--- src/rtl/multi_sensor_alarm.sv ---
// Debounced multi-channel alarm: the lowest-index sensor held high for DEBOUNCE
// cycles raises a one-hot alarm, either for HOLD cycles or latched until ack.
module multi_sensor_alarm #(
  parameter int N_CH     = 3,
  parameter int DEBOUNCE = 7,
  parameter int HOLD     = 31
) (
  input  logic            clk,
  input  logic            rst,
  input  logic            en,
  input  logic [N_CH-1:0] sensor,
  input  logic            latch_mode,
  input  logic            ack,
  output logic [N_CH-1:0] alarm,
  output logic [2:0]      alarm_idx,
  output logic            busy,
  output logic [7:0]      trig_cnt,
  output logic [1:0]      state_dbg
);

  typedef enum logic [1:0] {
    S_IDLE  = 2'd0,
    S_QUAL  = 2'd1,
    S_ALARM = 2'd2
  } state_t;

  localparam logic [7:0]      QUAL_LAST = 8'(DEBOUNCE - 1);
  localparam logic [7:0]      HOLD_C    = 8'(HOLD);
  localparam logic [N_CH-1:0] ONE_HOT0  = N_CH'(1);

  state_t          state_q, state_d;
  logic [2:0]      idx_q, idx_d;
  logic [7:0]      qual_cnt_q, qual_cnt_d;
  logic [7:0]      dur_cnt_q, dur_cnt_d;
  logic            mode_q, mode_d;
  logic [N_CH-1:0] alarm_q, alarm_d;
  logic            busy_q, busy_d;
  logic [7:0]      trig_cnt_q, trig_cnt_d;

  logic            cand_vld;
  logic [2:0]      cand_idx;

  // Scan from the top so the lowest asserted bit wins.
  always_comb begin
    cand_vld = 1'b0;
    cand_idx = 3'd0;
    for (int i = N_CH - 1; i >= 0; i--) begin
      if (sensor[i]) begin
        cand_vld = 1'b1;
        cand_idx = 3'(i);
      end
    end
  end

  always_comb begin
    state_d    = state_q;
    idx_d      = idx_q;
    qual_cnt_d = qual_cnt_q;
    dur_cnt_d  = dur_cnt_q;
    mode_d     = mode_q;
    alarm_d    = alarm_q;
    busy_d     = busy_q;
    trig_cnt_d = trig_cnt_q;

    if (!en) begin
      state_d    = S_IDLE;
      idx_d      = 3'd0;
      qual_cnt_d = 8'd0;
      dur_cnt_d  = 8'd0;
      mode_d     = 1'b0;
      alarm_d    = '0;
      busy_d     = 1'b0;
    end else begin
      unique case (state_q)
        S_IDLE: begin
          if (cand_vld) begin
            state_d    = S_QUAL;
            idx_d      = cand_idx;
            qual_cnt_d = 8'd1;
            busy_d     = 1'b1;
          end else begin
            qual_cnt_d = 8'd0;
          end
        end
        S_QUAL: begin
          if (!cand_vld) begin
            state_d    = S_IDLE;
            idx_d      = 3'd0;
            qual_cnt_d = 8'd0;
            busy_d     = 1'b0;
          end else if (cand_idx != idx_q) begin
            idx_d      = cand_idx;
            qual_cnt_d = 8'd1;
          end else if (qual_cnt_q >= QUAL_LAST) begin
            state_d    = S_ALARM;
            qual_cnt_d = 8'd0;
            dur_cnt_d  = 8'd1;
            mode_d     = latch_mode;
            alarm_d    = ONE_HOT0 << idx_q;
            if (trig_cnt_q != 8'hFF) trig_cnt_d = trig_cnt_q + 8'd1;
          end else begin
            qual_cnt_d = qual_cnt_q + 8'd1;
          end
        end
        S_ALARM: begin
          // ack and timer expiry both land here, so they merge into one exit.
          if (ack || (!mode_q && dur_cnt_q >= HOLD_C)) begin
            state_d   = S_IDLE;
            idx_d     = 3'd0;
            dur_cnt_d = 8'd0;
            mode_d    = 1'b0;
            alarm_d   = '0;
            busy_d    = 1'b0;
          end else if (dur_cnt_q < HOLD_C) begin
            dur_cnt_d = dur_cnt_q + 8'd1;
          end
        end
        default: begin
          state_d    = S_IDLE;
          idx_d      = 3'd0;
          qual_cnt_d = 8'd0;
          dur_cnt_d  = 8'd0;
          mode_d     = 1'b0;
          alarm_d    = '0;
          busy_d     = 1'b0;
        end
      endcase
    end
  end

  always_ff @(posedge clk or posedge rst) begin
    if (rst) begin
      state_q    <= S_IDLE;
      idx_q      <= 3'd0;
      qual_cnt_q <= 8'd0;
      dur_cnt_q  <= 8'd0;
      mode_q     <= 1'b0;
      alarm_q    <= '0;
      busy_q     <= 1'b0;
      trig_cnt_q <= 8'd0;
    end else begin
      state_q    <= state_d;
      idx_q      <= idx_d;
      qual_cnt_q <= qual_cnt_d;
      dur_cnt_q  <= dur_cnt_d;
      mode_q     <= mode_d;
      alarm_q    <= alarm_d;
      busy_q     <= busy_d;
      trig_cnt_q <= trig_cnt_d;
    end
  end

  assign alarm     = alarm_q;
  assign alarm_idx = idx_q;
  assign busy      = busy_q;
  assign trig_cnt  = trig_cnt_q;
  assign state_dbg = state_q;

endmodule

--- config.mk ---
export PLATFORM = sky130hd
export DESIGN_NAME = multi_sensor_alarm
export DESIGN_NICKNAME = d
export VERILOG_FILES = /design/src/rtl/multi_sensor_alarm.sv
export SDC_FILE = /design/constraint.sdc
export NUM_CORES = 1
export LEC_CHECK = 0
export BUFFER_PORTS_ARGS = -buffer_cell sky130_fd_sc_hd__buf_2
export CORE_MARGIN = 2
export CORE_UTILIZATION = 61
export DETAILED_ROUTE_END_ITERATION = 10
export GPL_TIMING_DRIVEN = 0
export PLACE_DENSITY = 0.88
export SLEW_MARGIN = 10
export SYNTH_ARGS = -nofsm -noshare
export SYNTH_HDL_FRONTEND = slang
export SYNTH_SLANG_ARGS = --single-unit
--- constraint.sdc ---
create_clock -name clk -period 5.2 [get_ports clk]
set_clock_uncertainty 0.2 [all_clocks]
set_input_delay 0 -clock clk [delete_from_list [all_inputs] [get_ports clk]]
set_output_delay 0 -clock clk [all_outputs]
set_load 0.05 [all_outputs]
# Yosys cells after proc, flatten, opt, wreduce, memory -nomap -nowiden
# Cells that the tools add are included.
[op_classes]
add_sub_neg = 3
n_lt_le_gt_ge = 3
n_eq_ne = 16
n_shift = 1
muxes = 47
bitwise_logic = 1
reduce_logical = 10
[op_table]
columns = ["op", "n"]
rows = [
  ["$mux 8", 10],
  ["$pmux 8 s3", 2],
  ["$mux 3", 11],
  ["$add 8x1->8 const B", 3],
  ["$ne 3x3->1 const B", 6],
  ["$pmux 3 s3", 2],
  ["$ne 4x4->1 const B", 4],
  ["$mux 2", 7],
  ["$mux 1", 12],
  ["$reduce_and 5->1", 2],
  ["$ge 8x3->1 const B", 1],
  ["$ge 8x5->1 const B", 1],
  ["$lt 8x5->1 const B", 1],
  ["$ne 8x8->1 const B", 1],
  ["$pmux 1 s3", 2],
  ["$pmux 2 s3", 1],
  ["$reduce_and 3->1", 2],
  ["$reduce_and 6->1", 1],
  ["$ne 2x2->1 const B", 2],
  ["$reduce_and 4->1", 1],
  ["$ne 3x3->1", 1],
  ["$shl 1x3->3 const A", 1],
  ["$eq 2x1->1 const B", 1],
  ["$eq 2x2->1 const B", 1],
  ["5 further kinds", 5],
]
[totals]
reg_bits = 34
in_bits = 8
output_inout_bits = 17
elab_cells = 89

# Longest topological paths before layout
[logic_depth]
word_depth = 8
mapped_depth = 8
depth_no_buf = 7

# Least setup slack after synthesis
# Ideal clock, no wire load.
[synth_timing]
path_type = "flip-flop to flip-flop"
startpoint = "register state_q[0] (netlist: state_dbg[0])"
endpoint = "register alarm_q[0] (netlist: alarm[0])"
setup_time_ns = 0.125
arrival_time_ns = 2.027
required_ns = 4.875
path_slack_ns = 2.848
path_stages_with_launch = 7
n_path_buf = 0
period_less_slack_ns = 2.352
cell_sequence = "dfrtp_1 ha_1 nand2_1 o41a_1 o21ai_2 nor2_2 mux2_4"
[synth_between]
elab_chain_cells = 3
word_cells_on_any_way = 11
classes_between = "eq/ne: 7; mux: 2; reduce/logical: 2"
[synth_rtl]
columns = ["element", "line_no", "rtl"]
rows = [
  ["start: declaration", "31", "state_t state_q, state_d;"],
  ["start signal: assignment", "142", "state_q <= state_d;"],
  ["$eq 2x1->1 (tied with other cells)", "74", "unique case (state_q)"],
  ["$ne 3x3->1 (no line) (tied with other cells)", "--", ""],
  ["$reduce_and 5->1 (no line) or $mux 3 (tied branches)", "--", ""],
  ["end signal: assignment", "147", "alarm_q <= alarm_d;"],
  ["end: declaration", "36", "logic [N_CH-1:0] alarm_q, alarm_d;"],
]
# Several ways; a longest one is shown, not always the timed one.
# A chain may end at the register's enable or synchronous reset.

# Worst setup path after layout
[layout_timing]
startpoint = "register state_q[1] (netlist: state_dbg[1])"
endpoint = "register mode_q"
[layout_between]
elab_chain_cells = 3
word_cells_on_any_way = 11
classes_between = "eq/ne: 7; mux: 2; reduce/logical: 2"
[layout_rtl]
columns = ["element", "line_no", "rtl"]
rows = [
  ["$eq 2x1->1 (tied with other cells)", "74", ""],
  ["$ne 3x3->1 (no line) (tied with other cells)", "--", ""],
  ["$reduce_and 5->1 (no line) or $mux 1 (tied branches)", "--", ""],
  ["end signal: assignment", "146", "mode_q <= mode_d;"],
  ["end: declaration", "35", "logic mode_q, mode_d;"],
]
# Several ways; a longest one is shown, not always the timed one.

==> impl_metrics.toml <==
[synthesis]
synthArstFlopShare = 1.00
syn_area_mm2 = 0.00184
synth_nets = 199
synth_area_per_cell_um2 = 10.0
synth_top_area_cell = "dfrtp_1"
syn_inst = 184
ys.flop_type = "dfrtp_1"
yosys_register_bits = 33
synth_edf_count = 0
netlist.area_leader.share = 0.448
yosys_warnings = 0
synth_commonest_cells = "dfrtp_1, nand2_1, nor2_1, and3_1"
yosysMostFrequentCell = "dfrtp_1"
yosys-top-cells-area = "dfrtp_1, ha_1, nand2_1"
synth_cell_types = 47
synth-seq-area-share = 0.448

[detailed_routing]
routedWlPerCell_um = 15.9
antenna_left = 0
drtPass1Iterations = 7
drt_wl_total_um = 4060
via_per_inst = 6.15
route.detailed.drc = 1
drt-initial-drc-count = 140
vias = 1568

[pwr]
seq_power_share = 0.522
sw_frac_of_total = 0.323
p_switching_uw = 170
p_int_uw = 357
p_leak_uw = 0.00107
clock_power_share = 0.243
vdd_ir_drop_max_v = 0.000214
combPwrFrac = 0.235
power.density_mw_per_mm2 = 245

[sta]
rsz0062_at_grt = "no"
maxSlewViolCount = 0
relSlewSlack = 0.550
layout_min_cycle_time_ns = 2.77
fin_crit_sh = 0.533
fmax_ghz = 0.361
layout_setup_ws_ns = 2.43
setup_violations = 0
fin_tns_setup_ns = 0
tightest_slew_ns = 0.673
finalHoldViolCount = 0

[floorplanning]
die-area_mm2 = 0.00348
die_w_um = 59.0
die_h_um = 59.0
rows = 19
io-pin-count = 25
initial_utilization = 0.657
core_mm2 = 0.00281

[critical_path]
worst-setup-path-type = "reg2reg"
rrSetupSlack_ns = 2.43
cp_data_required_time_ns = 5.26
r2r-start = "state_dbg[1]"
startpoint = "state_dbg[1]"
max_stage_delay_ns = 0.57
crit_buf_inv = 3
endpoint_kind = "register"
critPathMostFrequentCell = "dlygate4sd3_1"
worstPathArrival_ns = 2.83
cp_cell_sequence = "inv_1 -> ha_1 -> and2_1 -> nand2_1 -> dlygate4sd3_1 -> o31ai_1 -> dlygate4sd3_1"
cp_max_fo = 7
cp_slowest_cell = "dlygate4sd3_1"
start_kind = "register"
cpLargestDelayFamily = "buffers and inverters"

[clock_tree]
cts_buffers = 5
htreeDepth = 2
post-cts-setup-buffers = 0
worstSkewPairLatency_ns = 0.33
clkTransAtPathRegs_ns = 0.10
cts-root-buf = "clkbuf_4"
clockBufferDepth = 2
cts_tree = "built"
cts_resized = 0
cts_hold_buf = 11
clock_sinks = 33

[finish]
final_area_mm2 = 0.00215
drive_gt1_frac = 0.201
fillers = 196
area_growth_pct = 16.6
fin_cells = 255
fin_nets = 240
diodes = 0

[flow_run]
max-cap-violations = 0

[grt]
grt_start_max_net_pins = 34
antenna_found_initial = 0
grt_pass1_wl_um = 6800
first_global_vias = 1524
grt_usage = 0.263
grt-ovfl-total = 0

[placement]
dp_hpwl_um = 2870
place_congestion = 0.831
placed_area_mm2 = 0.00200
port_buffers = 23
dp_worst_setup_slack_ns = 2.82
dp_cells = 238

[outcome]
violations = "DRC"
outcome = "finished, violations left"

[min_path]
worst_hold_path_type = "in2async"
logic make-up after synthesis:
group | Yosys count | share of synthesized area
AO/OA/AOI/OAI | 36 | 0.136
adder cells (fa/ha/maj) | 7 | 0.0475
other | 1 | 0.00203
flip-flops | 33 | 0.448
AND/OR/NAND/NOR | 76 | 0.229
multiplexers | 8 | 0.0550
buffers and inverters | 14 | 0.0394
XOR/XNOR | 9 | 0.0428
through the flow:
stage | utilization | hold WS, ns | total power, uW
floorplan | - | -0.0711 | 366
global placement | 0.712 | 0.0490 | 390
detailed placement | 0.712 | 0.0510 | 395
CTS | 0.766 | 0.310 | 527
global route | 0.766 | 0.167 | 550
finish | 0.766 | 0.109 | 527
final cells by class:
| cell class | count | area (um2) | share of cell area |
|---|---|---|---|
| Multi-Input combinational cell | 137 | 945 | 0.439 |
| Inverter | 8 | 30.0 | 0.0140 |
| Sequential cell | 33 | 826 | 0.384 |
| Clock inverter | 1 | 5.00 | 0.00233 |
| Timing Repair Buffer | 34 | 225 | 0.105 |
| Buffer | 6 | 42.5 | 0.0198 |
| Clock buffer | 5 | 37.5 | 0.0175 |
| Tap cell | 31 | 38.8 | 0.0180 |
layer usage:
layer	wire, um	up-vias	global-route usage
met5	0	-	0
li1	-	741	-
met3	149	14	0.0659
met1	1710	774	0.318
met4	101	0	0.101
met2	2100	39	0.451
tightest hold or removal path: stages:
cell and delay, ns:
dlygate4sd3_1 0.53, buf_2 0.12, inv_2 0.49
sequential cells by signal, indices dropped and copies added (netlist names):
| signal | flops |
|---|---|
| alarm | 3 |
| alarm_idx | 2 |
| qual_cnt_q | 8 |
| state_dbg | 2 |
| trig_cnt | 8 |
| busy | 1 |
| dur_cnt_q | 8 |
| mode_q | 1 |
layout by cell type, fill, tap and decap left out, types with 2 or more instances in the layout:
| cell type | netlist | routed |
|---|---|---|
| dfrtp_1 | 33 | 33 |
| buf_2 | 1 | 24 |
| nand2_1 | 17 | 17 |
| nor2_1 | 12 | 12 |
| dlygate4sd3_1 | 0 | 11 |
| and3_1 | 10 | 10 |
| o21ai_0 | 8 | 8 |
| nand3_1 | 7 | 7 |
| inv_1 | 8 | 7 |
| xnor2_1 | 7 | 7 |
| a21oi_1 | 7 | 7 |
| ha_1 | 7 | 7 |
| nor3_1 | 6 | 6 |
| o21a_1 | 5 | 5 |
| nand4_1 | 5 | 5 |
| clkbuf_4 | 0 | 5 |
| mux2_4 | 4 | 4 |
| o211ai_1 | 3 | 3 |
| mux2i_1 | 3 | 3 |
| o31ai_1 | 3 | 3 |
| and2_1 | 2 | 2 |
| nor4bb_1 | 2 | 2 |
| nor3b_1 | 2 | 2 |
| buf_6 | 2 | 2 |
| clkbuf_1 | 2 | 2 |
| xor2_1 | 2 | 2 |
| or3_1 | 2 | 2 |
| and3b_1 | 2 | 2 |
| nand3b_1 | 2 | 2 |
worst paths after layout:
kind,to,depth (start not counted)
max,mode_q,7
min,trig_cnt[6],3
max reg2reg,mode_q,7
min reg2reg,trig_cnt[6],1
max in group asynchronous,alarm_idx[0],3
min in group clk,trig_cnt[6],1
power by group through the flow:
stage / sequential (uW) / combinational (uW) / clock [uW]
after detailed placement: 280 / 115 / 0
final: 275 / 124 / 128
after CTS: 275 / 123 / 129
after floorplan: 300 / 66.1 / 0
after global placement: 279 / 111 / 0
after global routing: 276 / 134 / 140
No activity file was read; power rests on OpenSTA's default activity.
